`src/rtl/mux21_pkg.sv`:
```
`default_nettype none
// ============================================================================
// Module      : mux21_pkg
// Description : Shared types and default constants for the 2:1 mux input
//               conditioner (FSM state encoding, synchronizer and debounce
//               defaults).
// Revision    : 1.0 - initial release
// ============================================================================
package mux21_pkg;

    typedef enum logic {
        MANUAL = 1'b0,
        AUTO   = 1'b1
    } mux21_state_e;

    localparam int SYNC_STAGES_DEF     = 2;
    localparam int DEBOUNCE_CYCLES_DEF = 16;

endpackage
`default_nettype wire

```
`src/rtl/mux21_sync_debounce.sv`:
```
`default_nettype none
// ============================================================================
// Module      : mux21_sync_debounce
// Description : Multi-flop synchronizer followed by a debouncer and a
//               rising-edge detector for a bouncy push-button.
//   clk       in   system clock
//   rst_n     in   asynchronous active-low reset
//   ena_i     in   enable; low holds the debouncer (synchronizer keeps running)
//   d_raw_i   in   raw asynchronous button
//   press_o   out  one-cycle pulse on an accepted rising button level
// Revision    : 1.0 - initial release
// ============================================================================
module mux21_sync_debounce
    import mux21_pkg::*;
#(
    parameter int SYNC_STAGES     = SYNC_STAGES_DEF,
    parameter int DEBOUNCE_CYCLES = DEBOUNCE_CYCLES_DEF
) (
    input  logic clk,
    input  logic rst_n,
    input  logic ena_i,
    input  logic d_raw_i,
    output logic press_o
);

    localparam int                CNT_W   = $clog2(DEBOUNCE_CYCLES);
    localparam logic [CNT_W-1:0]  CNT_MAX = CNT_W'(DEBOUNCE_CYCLES - 1);

    logic [SYNC_STAGES-1:0] sync_q;
    logic [CNT_W-1:0]       cnt_q, cnt_d;
    logic                   level_q, level_d;
    logic                   prev_q, prev_d;
    logic                   w_sync;

    // Synchronizer always samples, even while the tile is disabled.
    always_ff @(posedge clk or negedge rst_n) begin
        if (!rst_n) begin
            sync_q <= '0;
        end else begin
            sync_q <= {sync_q[SYNC_STAGES-2:0], d_raw_i};
        end
    end

    assign w_sync = sync_q[SYNC_STAGES-1];

    // The counter measures how long the synchronized input has persisted at
    // a level different from the accepted one; any return to the accepted
    // level restarts the measurement, so short bounces are never accepted.
    always_comb begin
        cnt_d   = cnt_q;
        level_d = level_q;
        prev_d  = prev_q;
        if (ena_i) begin
            prev_d = level_q;
            if (w_sync != level_q) begin
                if (cnt_q == CNT_MAX) begin
                    level_d = w_sync;
                    cnt_d   = '0;
                end else begin
                    cnt_d = cnt_q + CNT_W'(1);
                end
            end else begin
                cnt_d = '0;
            end
        end
    end

    always_ff @(posedge clk or negedge rst_n) begin
        if (!rst_n) begin
            cnt_q   <= '0;
            level_q <= 1'b0;
            prev_q  <= 1'b0;
        end else begin
            cnt_q   <= cnt_d;
            level_q <= level_d;
            prev_q  <= prev_d;
        end
    end

    // prev_q only advances on enabled cycles, so a press that coincides with
    // ena dropping is held and consumed once the tile resumes.
    assign press_o = level_q & ~prev_q;

endmodule
`default_nettype wire

```
`src/rtl/mux21_input_conditioner.sv`:
```
`default_nettype none
// ============================================================================
// Module      : mux21_input_conditioner
// Description : Upstream stage of the 2:1 mux tile. Synchronizes raw pad
//               inputs, debounces the select button and generates sel either
//               manually (button toggles) or automatically (period toggle).
//   clk            in   system clock
//   rst_n          in   asynchronous active-low reset
//   ena            in   tile enable; low freezes state, outputs hold
//   btn_raw        in   raw select push-button
//   in1_raw        in   raw data input 1
//   in2_raw        in   raw data input 2
//   mode_auto_raw  in   raw mode strap (1 = auto, 0 = manual)
//   period         in   auto-toggle period in cycles
//   sel            out  registered select
//   in1, in2       out  registered data
//   sel_toggled    out  pulse aligned with each new sel value
//   auto_active    out  high while in AUTO
//   toggle_count   out  8-bit wrapping toggle count (only with macro
//                       MUX21_COND_TOGGLE_COUNT_EN defined)
// Revision    : 1.0 - initial release
// ============================================================================
module mux21_input_conditioner
    import mux21_pkg::*;
#(
    parameter int SYNC_STAGES     = SYNC_STAGES_DEF,
    parameter int DEBOUNCE_CYCLES = DEBOUNCE_CYCLES_DEF,
    parameter int PERIOD_W        = 8
) (
    input  logic                clk,
    input  logic                rst_n,
    input  logic                ena,
    input  logic                btn_raw,
    input  logic                in1_raw,
    input  logic                in2_raw,
    input  logic                mode_auto_raw,
    input  logic [PERIOD_W-1:0] period,
    output logic                sel,
    output logic                in1,
    output logic                in2,
    output logic                sel_toggled,
    output logic                auto_active
`ifdef MUX21_COND_TOGGLE_COUNT_EN
    ,
    output logic [7:0]          toggle_count
`endif
);

    // Bit 0 = in1, bit 1 = in2, bit 2 = mode strap.
    logic [SYNC_STAGES-1:0][2:0] dsync_q;
    logic [2:0]                  w_dsync;
    logic                        w_btn_press;

    mux21_state_e                state_q, state_d;
    logic [PERIOD_W-1:0]         pcnt_q, pcnt_d;
    logic                        sel_q, sel_d;
    logic                        in1_q, in2_q;
    logic                        sel_toggled_q;
    logic                        w_toggle;

    mux21_sync_debounce #(
        .SYNC_STAGES     (SYNC_STAGES),
        .DEBOUNCE_CYCLES (DEBOUNCE_CYCLES)
    ) u_btn (
        .clk     (clk),
        .rst_n   (rst_n),
        .ena_i   (ena),
        .d_raw_i (btn_raw),
        .press_o (w_btn_press)
    );

    always_ff @(posedge clk or negedge rst_n) begin
        if (!rst_n) begin
            dsync_q <= '0;
        end else begin
            dsync_q <= {dsync_q[SYNC_STAGES-2:0], {mode_auto_raw, in2_raw, in1_raw}};
        end
    end

    assign w_dsync = dsync_q[SYNC_STAGES-1];

    // Toggle decision follows the current state's rule; a mode change seen in
    // the same cycle only affects the state from the next cycle on.
    always_comb begin
        state_d  = state_q;
        pcnt_d   = pcnt_q;
        w_toggle = 1'b0;
        if (ena) begin
            case (state_q)
                MANUAL: begin
                    w_toggle = w_btn_press;
                    pcnt_d   = '0;       // counter starts from 0 on AUTO entry
                    if (w_dsync[2]) begin
                        state_d = AUTO;
                    end
                end
                AUTO: begin
                    if (period == '0) begin
                        pcnt_d = '0;
                    end else if (pcnt_q >= period - PERIOD_W'(1)) begin
                        // ">=" lets a shrunken period wrap at once instead of
                        // running the counter out through its full range.
                        w_toggle = 1'b1;
                        pcnt_d   = '0;
                    end else begin
                        pcnt_d = pcnt_q + PERIOD_W'(1);
                    end
                    if (!w_dsync[2]) begin
                        state_d = MANUAL;
                    end
                end
                default: state_d = MANUAL;
            endcase
        end
        sel_d = sel_q ^ w_toggle;
    end

    always_ff @(posedge clk or negedge rst_n) begin
        if (!rst_n) begin
            state_q       <= MANUAL;
            pcnt_q        <= '0;
            sel_q         <= 1'b0;
            in1_q         <= 1'b0;
            in2_q         <= 1'b0;
            sel_toggled_q <= 1'b0;
        end else begin
            // w_toggle is already gated by ena, so this clears while disabled.
            sel_toggled_q <= w_toggle;
            if (ena) begin
                state_q <= state_d;
                pcnt_q  <= pcnt_d;
                sel_q   <= sel_d;
                in1_q   <= w_dsync[0];
                in2_q   <= w_dsync[1];
            end
        end
    end

    assign sel         = sel_q;
    assign in1         = in1_q;
    assign in2         = in2_q;
    assign sel_toggled = sel_toggled_q;
    assign auto_active = (state_q == AUTO);

`ifdef MUX21_COND_TOGGLE_COUNT_EN
    logic [7:0] tcnt_q;

    always_ff @(posedge clk or negedge rst_n) begin
        if (!rst_n) begin
            tcnt_q <= '0;
        end else if (w_toggle) begin
            tcnt_q <= tcnt_q + 8'd1;
        end
    end

    assign toggle_count = tcnt_q;
`endif

endmodule
`default_nettype wire

```
`config.mk`:
```
export PLATFORM = sky130hd
export DESIGN_NAME = mux21_input_conditioner
export DESIGN_NICKNAME = d
export VERILOG_FILES = /design/src/rtl/mux21_pkg.sv /design/src/rtl/mux21_sync_debounce.sv /design/src/rtl/mux21_input_conditioner.sv
export SDC_FILE = /design/constraint.sdc
export NUM_CORES = 1
export LEC_CHECK = 0
export ABC_AREA = 0
export CAP_MARGIN = 5
export CORE_ASPECT_RATIO = 0.6
export CORE_UTILIZATION = 48
export DETAILED_ROUTE_END_ITERATION = 8
export PLACE_DENSITY = 0.83
export SLEW_MARGIN = 10
export SYNTH_ARGS = -nofsm -noshare
export SYNTH_HDL_FRONTEND = slang
export SYNTH_SLANG_ARGS = --single-unit
```
`constraint.sdc`:
```
create_clock -name clk -period 1.95 [get_ports clk]
set_clock_uncertainty 0.15 [all_clocks]
set_input_delay 0.585 -clock clk [delete_from_list [all_inputs] [get_ports clk]]
set_output_delay 0.585 -clock clk [all_outputs]
set_load 0.03 [all_outputs]
```
## Word-level counts from Yosys, hierarchy flattened

Cells that the tools add are included.

- Add/sub/neg operators: 3
- Order comparisons: 1
- Equality and inequality tests: 2
- Multiplexer cells: 10
- Bitwise gates (word level): 4
- Reductions and logical operators: 2

Operators with widths:

| kind | count |
|---|---|
| 8-bit 2-to-1 mux | 2 |
| 8-bit case mux with 2 select lines | 1 |
| 8-bit by 1-bit adder with 8-bit output, second input constant | 1 |
| 8-bit greater-or-equal comparator | 1 |
| 8-bit logical NOT | 1 |
| 4-bit 2-to-1 mux | 2 |
| 8-bit by 1-bit subtractor with 8-bit output, second input constant | 1 |
| 4-bit by 1-bit adder with 4-bit output, second input constant | 1 |
| 4-bit equality test, second input constant | 1 |
| 1-bit 2-to-1 mux | 4 |
| 3-bit AND reduction | 1 |
| 1-bit NOT | 2 |
| 1-bit case mux with 2 select lines | 1 |
| 1-bit bitwise AND | 1 |
| 1-bit inequality test | 1 |
| 1-bit bitwise XOR | 1 |

- Bits in registers: 27
- Input port bits: 15
- Word-level logic and storage cells: 34

## Depth between registers and ports, before layout

- Depth after elaboration: 7
- Mapped depth: 12
- Gate-level depth less buffers: 11

## Hierarchy

Synthesis repeated with hierarchy kept, for this count alone.

- Cell total of the unflattened synthesis: 146
- Area, all modules: 1500.2 um^2

Modules (own cells, without submodules):

| module | instances | cells each | area each (um^2) |
|---|---|---|---|
| mux21_input_conditioner | 1 | 114 | 1139.8 |
| mux21_sync_debounce | 1 | 32 | 360.3 |

## Least setup slack after synthesis

OpenSTA, ideal clock, no wires.

- Kind: input to register
- From: input period[5]
- To: register pcnt_q[5]
- Setup time: 0.126 ns
- Data arrival time: 2.783 ns
- Data required time: 1.674 ns
- Path slack: -1.109 ns
- Stages: 9
- Buffers on the path: 1
- Path through: or4_4 -> nor4_1 -> xnor2_1 -> ha_1 -> nand2_1 -> o41ai_1 -> buf_6 -> nor2_2 -> a221o_1

- Cells in the longest elaborated chain, start to end: 5
- Elaborated cells on any way between the ends: 6
- Classes of those cells: 1 x add/sub; 1 x order compare; 3 x mux; 1 x reduce/logical

Ends and longest elaborated chain:

| item | line | text |
|---|---|---|
| start: declaration | mux21_input_conditioner.sv:37 | `input logic [PERIOD_W-1:0] period,` |
| 8-bit by 1-bit subtractor with 8-bit output | mux21_input_conditioner.sv:100 | `end else if (pcnt_q >= period - PERIOD_W'(1)) begin` |
| 8-bit greater-or-equal comparator | mux21_input_conditioner.sv:100 |  |
| 8-bit 2-to-1 mux | mux21_input_conditioner.sv:100 |  |
| 8-bit 2-to-1 mux * | mux21_input_conditioner.sv:98 | `if (period == '0) begin` |
| 8-bit case mux with 2 select lines * | mux21_input_conditioner.sv:89 | `case (state_q)` |
| end signal: assignment | mux21_input_conditioner.sv:131 | `pcnt_q <= pcnt_d;` |
| end: declaration | mux21_input_conditioner.sv:55 | `logic [PERIOD_W-1:0] pcnt_q, pcnt_d;` |

Mark *: on every way between the ends. The rest lies on a longest branch, timed or not.
A chain may end at the register's enable or synchronous reset.

## Worst setup path after layout

- From: input period[3]
- To: register pcnt_q[5]

Same word-level chain as after synthesis.

==> flow_summary.yaml <==
critical_path:
  crit_required_ns: 1.97
  r2r_setup_slack_ns: -0.38
  r2r-start: "pcnt_q[0]"
  worstPathMaxFanout: 6
  reg2reg_to: "pcnt_q[4]"
  crit_arrival_ns: 2.87
  ff2ff_path_depth: 9
  critical_path_class: "input pin to flip-flop"
  crit_path_start_kind: "input pin"
  end_kind: "flip-flop"
final_layout:
  fin_cells: 219
  seq_area_um2: 676
  final_common_cell: "dfrtp_1"
  fillers: 176
  mostFrequentLayoutCells: "dfrtp_1 (27), buf_4 (26), ha_1 (11)"
  drive_gt1_share_pct: 39.5
  fin_util_pct: 72.5
  num_antenna_cells: 0
  nNetsFinal: 205
  multi_input_area_um2: 842
  areaGrowthSynthToFinish_pct: 43.5
floorplanning:
  dieArea_mm2: 0.00325
  die_h_um: 44.6
  core-area_mm2: 0.00287
  dieWidth_um: 73.0
  rows: 15
  io_pins: 20
  start_util_pct: 50.5
placed_design:
  dp_slack_ns: -1.48
  place_inst: 211
  routabilityCongestion: 0.807
  hpwl_mm: 2.71
  portBuffers: 19
drt:
  ant_nets: 0
  vias: 1246
  drc: 0
  routedWlPerCell_um: 19.0
  wirelength_mm: 4.16
  dr.pass1.iters: 4
  drt_iter0_markers: 129
  via_per_inst: 5.69
sta:
  finalSetupTns_ns: -8.53
  slew_headroom_pct: 69.1
  finalCriticalPeriod_ns: 2.85
  fmax_mhz: 350
  hold_violations: 0
  fin_ws_ns: -0.904
  worst_slew_pin_slew_ns: 0.456
  period_share_pct: 146
  rsz0062_at_grt: "yes"
  slew_violations: 0
  final-setup-viol-count: 10
synth:
  synth_area_leaders: "dfrtp_1 (47%), ha_1 (10%), mux2_2 (5.4%), xnor2_1 (3.6%), o21a_1 (2.6%)"
  ys_warn_count: 0
  avgSynthCellArea_um2: 11.4
  seq_area_frac_synth_pct: 46.6
  synth_cells: 127
  ys_ff_latch: 27
  synth_nets: 154
  syn_area_mm2: 0.00145
  synth_area_leader_cell: "dfrtp_1"
  synth_cell_types: 36
  post-synth-top-area-fraction_pct: 46.6
clocking:
  clk_latency_ns: 0.28
  htreeDepth: 1
  root_buffer: "clkbuf_8"
  numCtsBuffers: 3
  cts_sinks: 27
  max-clock-path-buffers: 2
  cts_tree: "yes"
  clk_pin_slew_ns: 0.09
worst_hold_path:
  min_to: "u_btn.sync_q[1]"
  hp-class: "flip-flop to flip-flop"
  whs_path_depth: 0
  hp-start: "u_btn.sync_q[0]"
run_status:
  violations: "setup timing"
  outcome: "finished, violations left"
pwr:
  power.total_mw: 1.45
  p_per_area_mw_per_mm2: 696
  p_leak_nw: 0.978
  ir_drop_mv: 0.762
grt:
  grt_pass1_vias: 1267
  grt_antenna_before_repair: 0
  track_usage_pct: 27.1
  grt_pass1_wl_mm: 6.25
  grt_max_degree: 28
  grt.overflow.total: 0
job:
  maxCapViolCount: 0
metal layers:
metal / track usage [%] / share of wire [%] / up-vias
met5: 0 / 0 / -
met4: 9.02 / 3.0 / 0
met3: 5.92 / 6.3 / 16
met2: 43.6 / 48 / 54
met1: 37.1 / 42 / 612
li1: - / - / 564
cell type report:
cell class | instances | area share, %
multi-input cells | 89 | 40.5
flip-flops and latches | 27 | 32.5
repair buffers | 50 | 21.0
well taps | 42 | 2.53
clock buffers | 3 | 1.98
inverters | 7 | 1.26
clock inverters | 1 | 0.241
worst max path at each step:
stage,from,end,slack [ns],cells past startpoint
after global placement,period[5],pcnt_q[3],-1.40,11
after global routing,period[3],pcnt_q[5],-0.95,11
after CTS,period[4],pcnt_q[5],-1.01,10
final,period[3],pcnt_q[5],-0.90,11
after floorplan,period[5],pcnt_q[5],-0.83,9
after detailed placement,period[5],pcnt_q[4],-1.48,11
state kept, by name, indices dropped and copies added, names as in the netlist, 2 cells and up:
register and count:
u_btn.sync_q 2, w_dsync 3, dsync_q 3, pcnt_q 8, u_btn.cnt_q 4
cell usage after synthesis:
cell        n
o41ai_1     1
or2_2       1
nor3b_1     3
a31o_2      1
a221o_1     1
nor2_1      3
buf_6       2
mux2_2      7
o21a_1      5
xnor2_1     6
a211oi_1    2
xor2_1      2
or4_4       1
dfrtp_1    27
nand4_1     1
nor4_1      1
and3_1      2
o311ai_4    1
a21oi_1     3
o2bb2ai_1   3
a21o_1      3
a22o_2      1
o311ai_0    3
nor3_1      4
or3_2       1
o21ai_0     2
nand2b_1    3
clkbuf_1    2
inv_1       7
ha_1       12
nor4b_1     1
a2111oi_0   1
nor2_2      1
nand3_1     4
nand2_1     8
or3_1       1
per-stage QoR:
step,cell area [um^2],hold slack [ns]
4_1_cts,2030,0.203
2_1_floorplan,1480,0.139
6_report,2080,0.197
3_5_place_dp,1910,0.186
3_3_place_gp,1910,0.184
5_1_grt,2080,0.202
power breakdown:
part | leakage [nW] | switching, mW | total, mW | internal (mW)
Sequential | 0.345 | 0.0550 | 0.681 | 0.626
Combinational | 0.607 | 0.227 | 0.452 | 0.225
Clock | 0.0255 | 0.171 | 0.315 | 0.143
Total | 0.978 | 0.454 | 1.45 | 0.994
cell families (layout without fill, tap and decap cells):
kind of cell,Yosys count,count (layout),share of synthesized area (%)
flops,27,27,46.6
buf+inv,11,61,3.88
mux,7,7,5.44
simple gates,35,35,13.4
compound gates,27,27,15.5
fa+ha+maj,12,12,10.4
xor+xnor,8,8,4.83
what timing repair did:
| item | CTS | global route |
|---|---|---|
| endpoints found under the setup margin | 15 | 10 |
| setup buffers | 3 | 0 |
| gates cloned | 1 | 0 |
| resized for setup | 37 | 11 |
| pin swaps | 13 | 12 |
| hold buffers | 0 | 0 |
critical path, cell delays in order:
cell     delay, ns
buf_6         0.09
or4_4         0.57
buf_6         0.15
nor2_4        0.10
xnor2_2       0.07
ha_1          0.30
nand2_2       0.09
o41ai_4       0.39
buf_6         0.19
nor2_4        0.04
a221o_1       0.28
Note: power is estimated with default switching activity, not from simulation.
